[config.mk]
export PLATFORM = sky130hd
export DESIGN_NAME = lattice_value_buffer
export DESIGN_NICKNAME = d
export VERILOG_FILES = /design/src/rtl/lattice_value_buffer.sv
export SDC_FILE = /design/constraint.sdc
export NUM_CORES = 1
export LEC_CHECK = 0
export CAP_MARGIN = 40
export CORE_AREA = 3 3 311 313
export DETAILED_ROUTE_END_ITERATION = 8
export DIE_AREA = 0 0 314 316
export GPL_TIMING_DRIVEN = 0
export PLACE_DENSITY_LB_ADDON = 0.15
export REMOVE_ABC_BUFFERS = 1
export SYNTH_ARGS = -nofsm -noshare
export SYNTH_HDL_FRONTEND = slang
export SYNTH_SLANG_ARGS = --single-unit
[constraint.sdc]
create_clock -name clk -period 1.65 [get_ports clk]
set_input_delay 0.2475 -clock clk [delete_from_list [all_inputs] [get_ports clk]]
set_output_delay 0.2475 -clock clk [all_outputs]
set_load 0.1 [all_outputs]
[src/rtl/lattice_value_buffer.sv]
// Neighbour-pairing buffer: pairs each held word of node values with its i+1 neighbours,
// borrowing the top neighbour from the next word or, at the end of a level, from UP_FILL.
module lattice_value_buffer #(
  parameter int               LANES     = 4,
  parameter int               WIDTH     = 64,
  parameter int               CNT_WIDTH = 16,
  parameter logic [WIDTH-1:0] UP_FILL   = '0
) (
  input  logic                   clk,
  input  logic                   reset,
  input  logic                   in_valid,
  output logic                   in_ready,
  input  logic                   in_last,
  input  logic [LANES*WIDTH-1:0] in_data,
  output logic                   out_valid,
  output logic                   out_last,
  output logic [LANES*WIDTH-1:0] out_down,
  output logic [LANES*WIDTH-1:0] out_up,
  output logic [CNT_WIDTH-1:0]   out_count
);

  localparam int DW = LANES * WIDTH;

  typedef enum logic [1:0] {
    EMPTY,
    HOLD,
    FLUSH
  } state_t;

  state_t                     state;
  logic [DW-1:0]              hold;
  logic                       hold_valid;
  logic                       hold_last;
  logic [CNT_WIDTH-1:0]       cnt;
  logic                       accept;
  logic [(LANES-1)*WIDTH-1:0] hold_shift;

  // The buffer state is fully encoded by the two hold flags.
  always_comb begin
    state = EMPTY;
    if (hold_valid) begin
      state = hold_last ? FLUSH : HOLD;
    end
  end

  assign in_ready   = !reset && (state != FLUSH);
  assign accept     = in_valid && in_ready;
  assign hold_shift = hold[DW-1:WIDTH];

  always_ff @(posedge clk) begin
    if (reset) begin
      hold       <= '0;
      hold_valid <= 1'b0;
      hold_last  <= 1'b0;
      cnt        <= '0;
      out_valid  <= 1'b0;
      out_last   <= 1'b0;
      out_down   <= '0;
      out_up     <= '0;
      out_count  <= '0;
    end else begin
      out_valid <= 1'b0;
      case (state)
        EMPTY: begin
          if (accept) begin
            hold       <= in_data;
            hold_last  <= in_last;
            hold_valid <= 1'b1;
          end
        end
        HOLD: begin
          // The incoming word supplies the top-lane neighbour of the held word.
          if (accept) begin
            out_valid <= 1'b1;
            out_last  <= 1'b0;
            out_down  <= hold;
            out_up    <= {in_data[WIDTH-1:0], hold_shift};
            out_count <= cnt;
            cnt       <= cnt + 1'b1;
            hold      <= in_data;
            hold_last <= in_last;
          end
        end
        FLUSH: begin
          out_valid  <= 1'b1;
          out_last   <= 1'b1;
          out_down   <= hold;
          out_up     <= {UP_FILL, hold_shift};
          out_count  <= cnt;
          cnt        <= '0;
          hold_valid <= 1'b0;
          hold_last  <= 1'b0;
        end
        default: begin
        end
      endcase
    end
  end

endmodule

==> impl_metrics.yaml, run 1 <==
clocking:
  cts.path.max_buffers: 3
  cts_tree: "yes"
  worstSkewPairLatency_ns: 0.60
  cts_buffers: 73
  htree_levels: 3
  clock_sinks: 612
  root_buffer: "clkbuf_16"
  clk_pin_slew_worst_paths_ns: 0.06
synthesis:
  syn_avg_cell_area_um2: 8.10
  synth-seq-area-share: 0.513
  yosysTopAreaCell: "dfxtp_1"
  postSynthCellCount: 2948
  ys_ff_latch: 612
  synth_top_area_frac: 0.513
  async_flop_share: 0
  synth_warnings: 0
  ys_types: 40
  syn_area_um2: 23900
  synth-edff-count: 0
  synth_area_leaders: "dfxtp_1, nand2_1, a21oi_1, nand3b_1, buf_4"
  synth_flop_cell: "dfxtp_1"
  ys_top_cells_by_count: "nand2_1, dfxtp_1, a21oi_1"
  yosysMostFrequentCell: "nand2_1"
setup_path:
  cp.required_ns: 1.40
  critPathMaxFanout: 4
  max_stage_delay_ns: 0.37
  r2r_start: "hold_last$_SDFFE_PP0P_"
  cp.arrival_ns: 1.53
  r2r_cells: 10
  crit_chain: "a21o_4 > inv_8 > buf_6 > buf_16"
  reg2reg_slack_ns: -0.11
  cp-start-kind: "register"
  slowest_stage: "dfxtp_4"
  crit_type: "reg2out"
  endpoint_kind: "output pin"
  r2r-end: "out_down[200]$_SDFFE_PP0P_"
power:
  vdd_drop_max_mv: 0.609
  powerDensity_nw_per_um2: 816
  power_mw: 41.1
  p_leak_nw: 25.1
min_path:
  holdPathEnd: "hold_last$_SDFFE_PP0P_"
  holdPathStages: 3
  min_from: "in_valid"
  holdCritPathClass: "in2reg"
run:
  cap_viol_max_count: 0
outcome:
  status: "complete, but fails checks"
  failed_checks: "negative setup slack"
die:
  die_height_um: 316
  die_area_um2: 99200
  initial_core_util: 0.253
  dieWidth_um: 314
  rows: 113
  io_pins: 791
  core_region_area_um2: 94600
global_route:
  grt_pass1_vias: 24600
  grt_overflow: 0
  grt_first_pass_wirelength_mm: 163
  grt_use_total: 0.217
  grt_max_degree: 157
  antenna_found_initial: 27
final_layout:
  area_delta_synth_final_pct: 111
  post-route-util: 0.532
  drive_gt1_frac: 0.359
  layout.nets: 4354
sta:
  worstMarginPinSlew_ns: 0.878
  fmax_ghz: 0.562
  worst_slack_ns: -0.130
  setup_viol_count_final: 244
  period_minus_slack_ns: 1.78
  finalHoldViolCount: 0
  drv_slew: 0
  fin_hold_ws_ns: 0.118
  finClkSkew_ns: 0.0198
  rsz0062_at_grt: "yes"
  finalCritPeriodShare: 1.08
  relSlewSlack: 0.413
detailed_routing:
  ant_nets: 0
  routedWlPerCell_um: 22.6
  wirelength_mm: 123
  drtIter0Drc: 1637
  via_per_inst: 4.65
  dr.pass1.iters: 6
  vias: 25200
  drc: 0
placed_design:
  gp_congestion: 0.705
  portBuffers: 790
  pre_cts_slack_ns: -1.83
  place_hpwl_mm: 64.2
sequential cells by signal (all words and copies together), names as in the netlist:
register    flops
hold_valid      1
hold_last       1
out_last        1
out_down      255
out_up         65
out_valid       1
cnt            16
hold          256
out_count      16
critical path, delay by kind of cell (launching register included):
family,cells,cell delay (ns)
AOI/OAI and AO/OA,1,0.23
buffers and inverters,3,0.32
DFF,1,0.37
cell type report:
class / count / area [µm²]
clock inverters: 23 / 230
inverters: 4 / 25.0
flip-flops and latches: 612 / 12400
fillers: 7829 / 44200
repair buffers: 1474 / 23200
clock buffers: 105 / 2180
diodes: 19 / 47.5
well taps: 1265 / 1580
multi-input cells: 1928 / 10700
worst max-delay path by stage:
stage,cells past startpoint,start,end,slack [ns]
finish,4,hold_last$_SDFFE_PP0P_,in_ready,-0.13
global placement,5,reset,out_down[137]$_SDFFE_PP0P_,-37.14
CTS,2,out_up[252]$_SDFFE_PP0P_,out_up[252],-0.43
global route,4,hold_last$_SDFFE_PP0P_,in_ready,-0.19
detailed placement,8,in_valid,out_down[109]$_SDFFE_PP0P_,-1.83
floorplan,3,hold_last$_SDFFE_PP0P_,out_count[0]$_SDFFE_PP0P_,-8.70
placed cells by master, fill, tap and decap left out, types with 14 or more instances in the layout:
| cell | synthesis | final |
|---|---|---|
| dlymetal6s2s_1 | 0 | 252 |
| clkbuf_8 | 0 | 17 |
| dfxtp_2 | 0 | 64 |
| diode_2 | 0 | 19 |
| dfxtp_1 | 612 | 534 |
| a21oi_2 | 0 | 65 |
| clkdlybuf4s50_1 | 0 | 257 |
| buf_2 | 98 | 41 |
| nor2b_1 | 65 | 64 |
| buf_6 | 1 | 37 |
| clkbuf_16 | 0 | 97 |
| dfxtp_4 | 0 | 14 |
| nand2_4 | 0 | 106 |
| nor2_1 | 80 | 80 |
| buf_4 | 203 | 39 |
| buf_12 | 0 | 408 |
| a21oi_1 | 378 | 313 |
| nand2_2 | 1 | 143 |
| a2bb2oi_1 | 64 | 64 |
| clkbuf_2 | 0 | 153 |
| nand3b_1 | 220 | 220 |
| nand2_1 | 1061 | 814 |
| buf_16 | 0 | 243 |
metrics by stage:
| step | setup TNS (ns) | std cells | area [µm²] |
|---|---|---|---|
| 2_1_floorplan | -3711.50 | 2538 | 21500 |
| 3_3_place_gp | - | 4593 | 30900 |
| 3_5_place_dp | -790.05 | 5154 | 41800 |
| 4_1_cts | -259.16 | 5437 | 47500 |
| 5_1_grt | -22.11 | 5428 | 50400 |
| 6_report | -7.57 | 5430 | 50400 |
per-layer routing:
layer / routed length [µm] / GRT usage
met3: 6960 / 0.0450
met4: 4230 / 0.0754
met5: 82 / 0
met2: 61600 / 0.376
met1: 50100 / 0.265
power breakdown:
group | switching [mW] | internal (mW)
Clock | 6.72 | 9.54
Sequential | 0.491 | 15.4
Combinational | 4.98 | 3.92
cells by family (layout without fill, tap and decap cells):
kind of cell / count (synthesis) / in the layout / synth area share
other: 0 / 19 / 0
muxes: 3 / 3 / 0.00131
DFF: 612 / 612 / 0.513
buffers and inverters: 414 / 1606 / 0.102
xor gates and xnor gates: 6 / 6 / 0.00220
adders and majority gates: 1 / 1 / 0.000524
and+or+nand+nor: 1448 / 1452 / 0.271
AOI/OAI and AO/OA: 464 / 466 / 0.109
what timing repair did:
item / CTS / global route
hold buffers: 2 / 0
hold endpoints to repair: 18 / 0
resized for setup: 411 / 1455
gates cloned: 75 / 29
pin swaps: 169 / 241
buffers inserted: 80 / 44
setup endpoints to repair: 1120 / 1052
Power figures use the tool's default switching activity.
==> inputs of run 2 (changes only) <==
--- a/config.mk
+++ b/config.mk
@@ -6,9 +6,9 @@
 export NUM_CORES = 1
 export LEC_CHECK = 0
 export CAP_MARGIN = 40
-export CORE_AREA = 3 3 311 313
+export CORE_AREA = 2 2 310 312
 export DETAILED_ROUTE_END_ITERATION = 8
-export DIE_AREA = 0 0 314 316
+export DIE_AREA = 0 0 312 314
 export GPL_TIMING_DRIVEN = 0
 export PLACE_DENSITY_LB_ADDON = 0.15
 export REMOVE_ABC_BUFFERS = 1
==> run 2 against run 1 <==
- the flow still finishes with violations (negative setup slack)
- non-clock buffer count shrank 53
- combinational power decreased by 3.0%
- worst setup slack hardly changed
- sequential power is essentially flat
- via count is 1.1% lower
- final cell count fell by 0.90%
- clock power about the same
- core utilization down 1.7 points
- wire length shrank 1.4%
- final area decreased by 3.4%
- critical endpoint unchanged
==> impl_metrics.yaml, run 2 (same netlist as run 1, synthesis figures left out) <==
sta:
  fin_hold_ws_ns: 0.157
  rsz0062_at_grt: "yes"
  finalHoldViolCount: 0
  drv_slew: 0
  worstMarginPinSlew_ns: 0.763
  setup_viol_count_final: 145
  fmax_ghz: 0.562
  relSlewSlack: 0.491
  worst_slack_ns: -0.130
  finalCritPeriodShare: 1.08
  fin_setup_tns_ns: -3.61
  period_minus_slack_ns: 1.78
  finClkSkew_ns: 0.0309
die:
  core_region_area_um2: 94400
  rows: 113
  dieWidth_um: 312
  die_height_um: 314
  io_pins: 791
  die_area_um2: 98000
  initial_core_util: 0.253
outcome:
  failed_checks: "negative setup slack"
  status: "complete, but fails checks"
setup_path:
  max_stage_delay_ns: 0.36
  cp-start-kind: "register"
  crit_type: "reg2out"
  cp.arrival_ns: 1.53
  critPathMaxFanout: 2
  r2r_start: "hold_last$_SDFFE_PP0P_"
  r2r_cells: 10
  endpoint_kind: "output pin"
  critPathBufInv: 3
  crit_chain: "a21o_4 > inv_8 > buf_6 > buf_16"
  reg2reg_slack_ns: -0.08
  cp.required_ns: 1.40
  critPathTopFamily: "flip-flops"
  slowest_stage: "dfxtp_4"
  r2r-end: "hold[216]$_SDFFE_PP0P_"
final_layout:
  top_register: "hold"
  top_regs: "hold (256), out_down (255), out_up (65)"
  layout.nets: 4304
  fillers: 8212
  final_cell_mix: "nand2_1, dfxtp_1, buf_12"
  area_delta_synth_final_pct: 104
  final_common_cell: "nand2_1"
  largest_register_ffs: 256
  area.sequential_um2: 12500
  drive_gt1_frac: 0.418
  multiInputGateArea_um2: 10300
  post-route-util: 0.515
  final_cells: 5381
min_path:
  holdCritPathClass: "in2reg"
  min_from: "in_data[166]"
  holdPathEnd: "hold[166]$_SDFFE_PP0P_"
  holdPathStages: 3
placed_design:
  portBuffers: 790
  place_inst: 5155
  place_hpwl_mm: 63.5
  gp_congestion: 0.727
  pre_cts_slack_ns: -1.85
power:
  powerDensity_nw_per_um2: 841
  p_leak_nw: 20.3
  vdd_drop_max_mv: 0.614
global_route:
  grt_overflow: 0
  grt_first_pass_wirelength_mm: 165
  grt_use_total: 0.221
  antenna_found_initial: 24
  grt_pass1_vias: 25200
  grt_max_degree: 160
detailed_routing:
  vias: 25000
  routedWlPerCell_um: 22.5
  wirelength_mm: 121
  drc: 0
  ant_nets: 0
  dr.pass1.iters: 5
  drtIter0Drc: 1517
  via_per_inst: 4.64
clocking:
  clock_sinks: 612
  clk_pin_slew_worst_paths_ns: 0.06
  cts_buffers: 73
  cts_tree: "yes"
  root_buffer: "clkbuf_16"
  htree_levels: 3
  cts.path.max_buffers: 3
  worstSkewPairLatency_ns: 0.62
run:
  cap_viol_max_count: 0
## run 2: changes by cell type in the layout (fill, tap and decap cells not counted), moves of 47 or more
cell,change
buf_2,+191
buf_6,+47
clkbuf_2,-141
clkdlybuf4s15_2,+74
dfxtp_1,-115
dfxtp_2,+108
dlymetal6s2s_1,-252
nand2_1,+88
nand2_4,-53
## run 2: area by class of cell
cell class / count / share of cell area
multi-input combinational: 1931 / 0.212
tap: 1265 / 0.0325
clock inverter: 20 / 0.00499
timing repair buffer: 1421 / 0.446
antenna: 20 / 0.00103
inverter: 4 / 0.000566
clock buffer: 108 / 0.0444
sequential: 612 / 0.258
## run 2: layer usage
| layer | part of all wire | GRT usage |
|---|---|---|
| met1 | 0.41 | 0.268 |
| met2 | 0.51 | 0.388 |
| met3 | 0.056 | 0.0430 |
| met4 | 0.029 | 0.0822 |
| met5 | 0.00040 | 0 |
## run 2: worst reg2reg max path: stages, from the launching register on
cell and delay, ns:
dfxtp_4 0.36, a21o_4 0.23, inv_8 0.06, buf_8 0.09, and2_4 0.17, buf_16 0.14
buf_12 0.16, buf_8 0.17, buf_16 0.16, nand2_2 0.07, nand2_2 0.06
## run 2: report_power, final
group | internal (mW) | total, mW | switching (mW)
logic | 3.74 | 8.63 | 4.88
clock network | 9.60 | 16.4 | 6.77
registers | 15.4 | 15.9 | 0.483
total | 28.8 | 40.9 | 12.1
## run 2: worst max path at each step
stage                                  startpoint  slack (ns)  cells after the start                          to
after global routing      hold_valid$_SDFFE_PP0P_       -0.19                      4                    in_ready
after CTS                 hold_valid$_SDFFE_PP0P_       -0.26                      4                    in_ready
after floorplan            hold_last$_SDFFE_PP0P_       -8.70                      3   out_count[0]$_SDFFE_PP0P_
after global placement                      reset      -36.80                      5   out_down[84]$_SDFFE_PP0P_
final                      hold_last$_SDFFE_PP0P_       -0.13                      4                    in_ready
after detailed placement                    reset       -1.85                     12  out_down[244]$_SDFFE_PP0P_
## run 2: through the flow
| stage | power (mW) | area [µm²] |
|---|---|---|
| after floorplan | 19.6 | 21500 |
| after global placement | 21.7 | 30900 |
| after detailed placement | 23.2 | 41900 |
| after CTS | 40.8 | 47500 |
| after global routing | 42.2 | 48600 |
| final | 40.9 | 48600 |
## run 2: what timing repair did
action,CTS,global route
gates resized for setup,2336,263
gates cloned,58,43
pin swaps,106,170
setup buffers,121,25
hold endpoints to repair,8,0
setup endpoints to repair,1132,461
hold buffers,1,0
==> inputs of run 3 (changes only) <==
--- a/config.mk
+++ b/config.mk
@@ -9,7 +9,6 @@
 export CORE_AREA = 2 2 310 312
 export DETAILED_ROUTE_END_ITERATION = 8
 export DIE_AREA = 0 0 312 314
-export GPL_TIMING_DRIVEN = 0
 export PLACE_DENSITY_LB_ADDON = 0.15
 export REMOVE_ABC_BUFFERS = 1
 export SYNTH_ARGS = -nofsm -noshare
==> run 3 against run 2 <==
- the flow still finishes with violations (negative setup slack)
- combinational power fell by 23%
- sequential share of layout area rose by 4.2 points
- clock skew fell by 0.0028 ns
- sequential power barely moved
- clock power rose by 3%
- fmax rose by 4.3%
==> impl_metrics.yaml, run 3 (same netlist as run 1, synthesis figures left out) <==
setup_path:
  cp.arrival_ns: 1.46
  endpoint_kind: "output pin"
  crit_type: "reg2out"
  cp-start-kind: "register"
  critPathMaxFanout: 2
  cp.required_ns: 1.40
sta:
  worstMarginPinSlew_ns: 0.564
  finalHoldViolCount: 0
  worst_slack_ns: -0.0567
  fmax_ghz: 0.586
  relSlewSlack: 0.624
  rsz0062_at_grt: "yes"
  setup_viol_count_final: 1
  fin_setup_tns_ns: -0.0567
  period_minus_slack_ns: 1.71
  finalCritPeriodShare: 1.03
  finClkSkew_ns: 0.0281
  drv_slew: 0
die:
  rows: 113
  core_region_area_um2: 94400
  initial_core_util: 0.253
  die_height_um: 314
  io_pins: 791
  dieWidth_um: 312
  die_area_um2: 98000
final_layout:
  drive_gt1_frac: 0.237
  fillers: 9196
  largest_register_ffs: 256
  top_register: "hold"
  top_regs: "hold (256), out_down (255), out_up (65)"
  final_cells: 4898
  area.sequential_um2: 12300
  multiInputGateArea_um2: 9240
  final_cell_mix: "nand2_1, dfxtp_1, buf_12"
  fin_area_um2: 40900
  area_delta_synth_final_pct: 71.2
  final_common_cell: "nand2_1"
  layout.nets: 3826
global_route:
  grt_overflow: 0
  grt_first_pass_wirelength_mm: 132
  grt_pass1_vias: 20700
  grt_max_degree: 123
  antenna_found_initial: 12
  grt_use_total: 0.174
detailed_routing:
  routedWlPerCell_um: 18.6
  dr.pass1.iters: 5
  drtIter0Drc: 1023
  ant_nets: 0
  drc: 0
  via_per_inst: 4.35
  wirelength_mm: 90.9
  vias: 21300
clocking:
  clock_sinks: 612
  worstSkewPairLatency_ns: 0.62
  cts_buffers: 74
  htree_levels: 3
  clk_pin_slew_worst_paths_ns: 0.06
  cts.path.max_buffers: 3
  cts_tree: "yes"
  root_buffer: "clkbuf_16"
power:
  powerDensity_nw_per_um2: 967
  power_mw: 39.5
  p_leak_nw: 16.1
  vdd_drop_max_mv: 0.530
placed_design:
  place_inst: 4737
  portBuffers: 790
  dpl_cell_area_um2: 37900
  place_hpwl_mm: 65.4
  gp_congestion: 0.757
outcome:
  status: "complete, but fails checks"
  failed_checks: "negative setup slack"
min_path:
  holdCritPathClass: "in2reg"
run:
  cap_viol_max_count: 0
==> run 3: area by class of cell <==
type	count	area share
Inverter	4	0.000367
Timing Repair Buffer	951	0.372
Antenna cell	10	0.000612
Multi-Input combinational cell	1922	0.226
Sequential cell	612	0.300
Tap cell	1265	0.0387
Clock buffer	106	0.0539
Clock inverter	28	0.00823
==> run 3: stage by stage <==
stage / hold WS (ns) / util / setup WS [ns]
finish: 0.140 / 0.433 / -0.0567
global route: 0.127 / 0.433 / -0.119
CTS: 0.0911 / 0.429 / -0.108
detailed placement: 0.442 / 0.402 / -0.125
global placement: 0.438 / 0.402 / -0.122
floorplan: 0.317 / - / -8.70
==> run 3: worst max-delay path: stages, from the launching register on <==
cell and delay [ns]:
dfxtp_2 0.32, a21o_1 0.19, inv_2 0.07, buf_6 0.11
buf_12 0.16
==> run 3: power by group <==
| part | total (mW) | switching [mW] | internal (mW) |
|---|---|---|---|
| clock network | 16.9 | 6.77 | 10.1 |
| registers | 16.0 | 0.560 | 15.4 |
| logic | 6.63 | 3.94 | 2.69 |
| total | 39.5 | 11.3 | 28.3 |
==> run 3: worst paths after layout <==
check,to,slack [ns],from,depth (start not counted)
worst max-delay path,in_ready,-0.06,hold_last$_SDFFE_PP0P_,4
worst min-delay path,out_down[20]$_SDFFE_PP0P_,0.14,reset,4
worst max register to register,hold[145]$_SDFFE_PP0P_,0.02,hold_last$_SDFFE_PP0P_,8
worst min register to register,out_down[1]$_SDFFE_PP0P_,0.42,hold[1]$_SDFFE_PP0P_,2
==> run 3: what timing repair did <==
| action | CTS | global route |
|---|---|---|
| cloned | 0 | 9 |
| pin swaps | 1 | 2 |
| gates resized for setup | 23 | 18 |
| endpoints found under the setup margin | 38 | 128 |
| buffers inserted | 3 | 6 |
| hold buffers | 0 | 0 |
==> run 3: routing by layer <==
| layer | routed length [µm] | up-vias | GRT usage | part of all wire |
|---|---|---|---|---|
| li1 | - | 10600 | - | - |
| met5 | 19 | - | 0 | 0.00021 |
| met4 | 1690 | 4 | 0.0509 | 0.019 |
| met3 | 6900 | 97 | 0.0595 | 0.076 |
| met1 | 36800 | 9987 | 0.201 | 0.40 |
| met2 | 45500 | 577 | 0.304 | 0.50 |
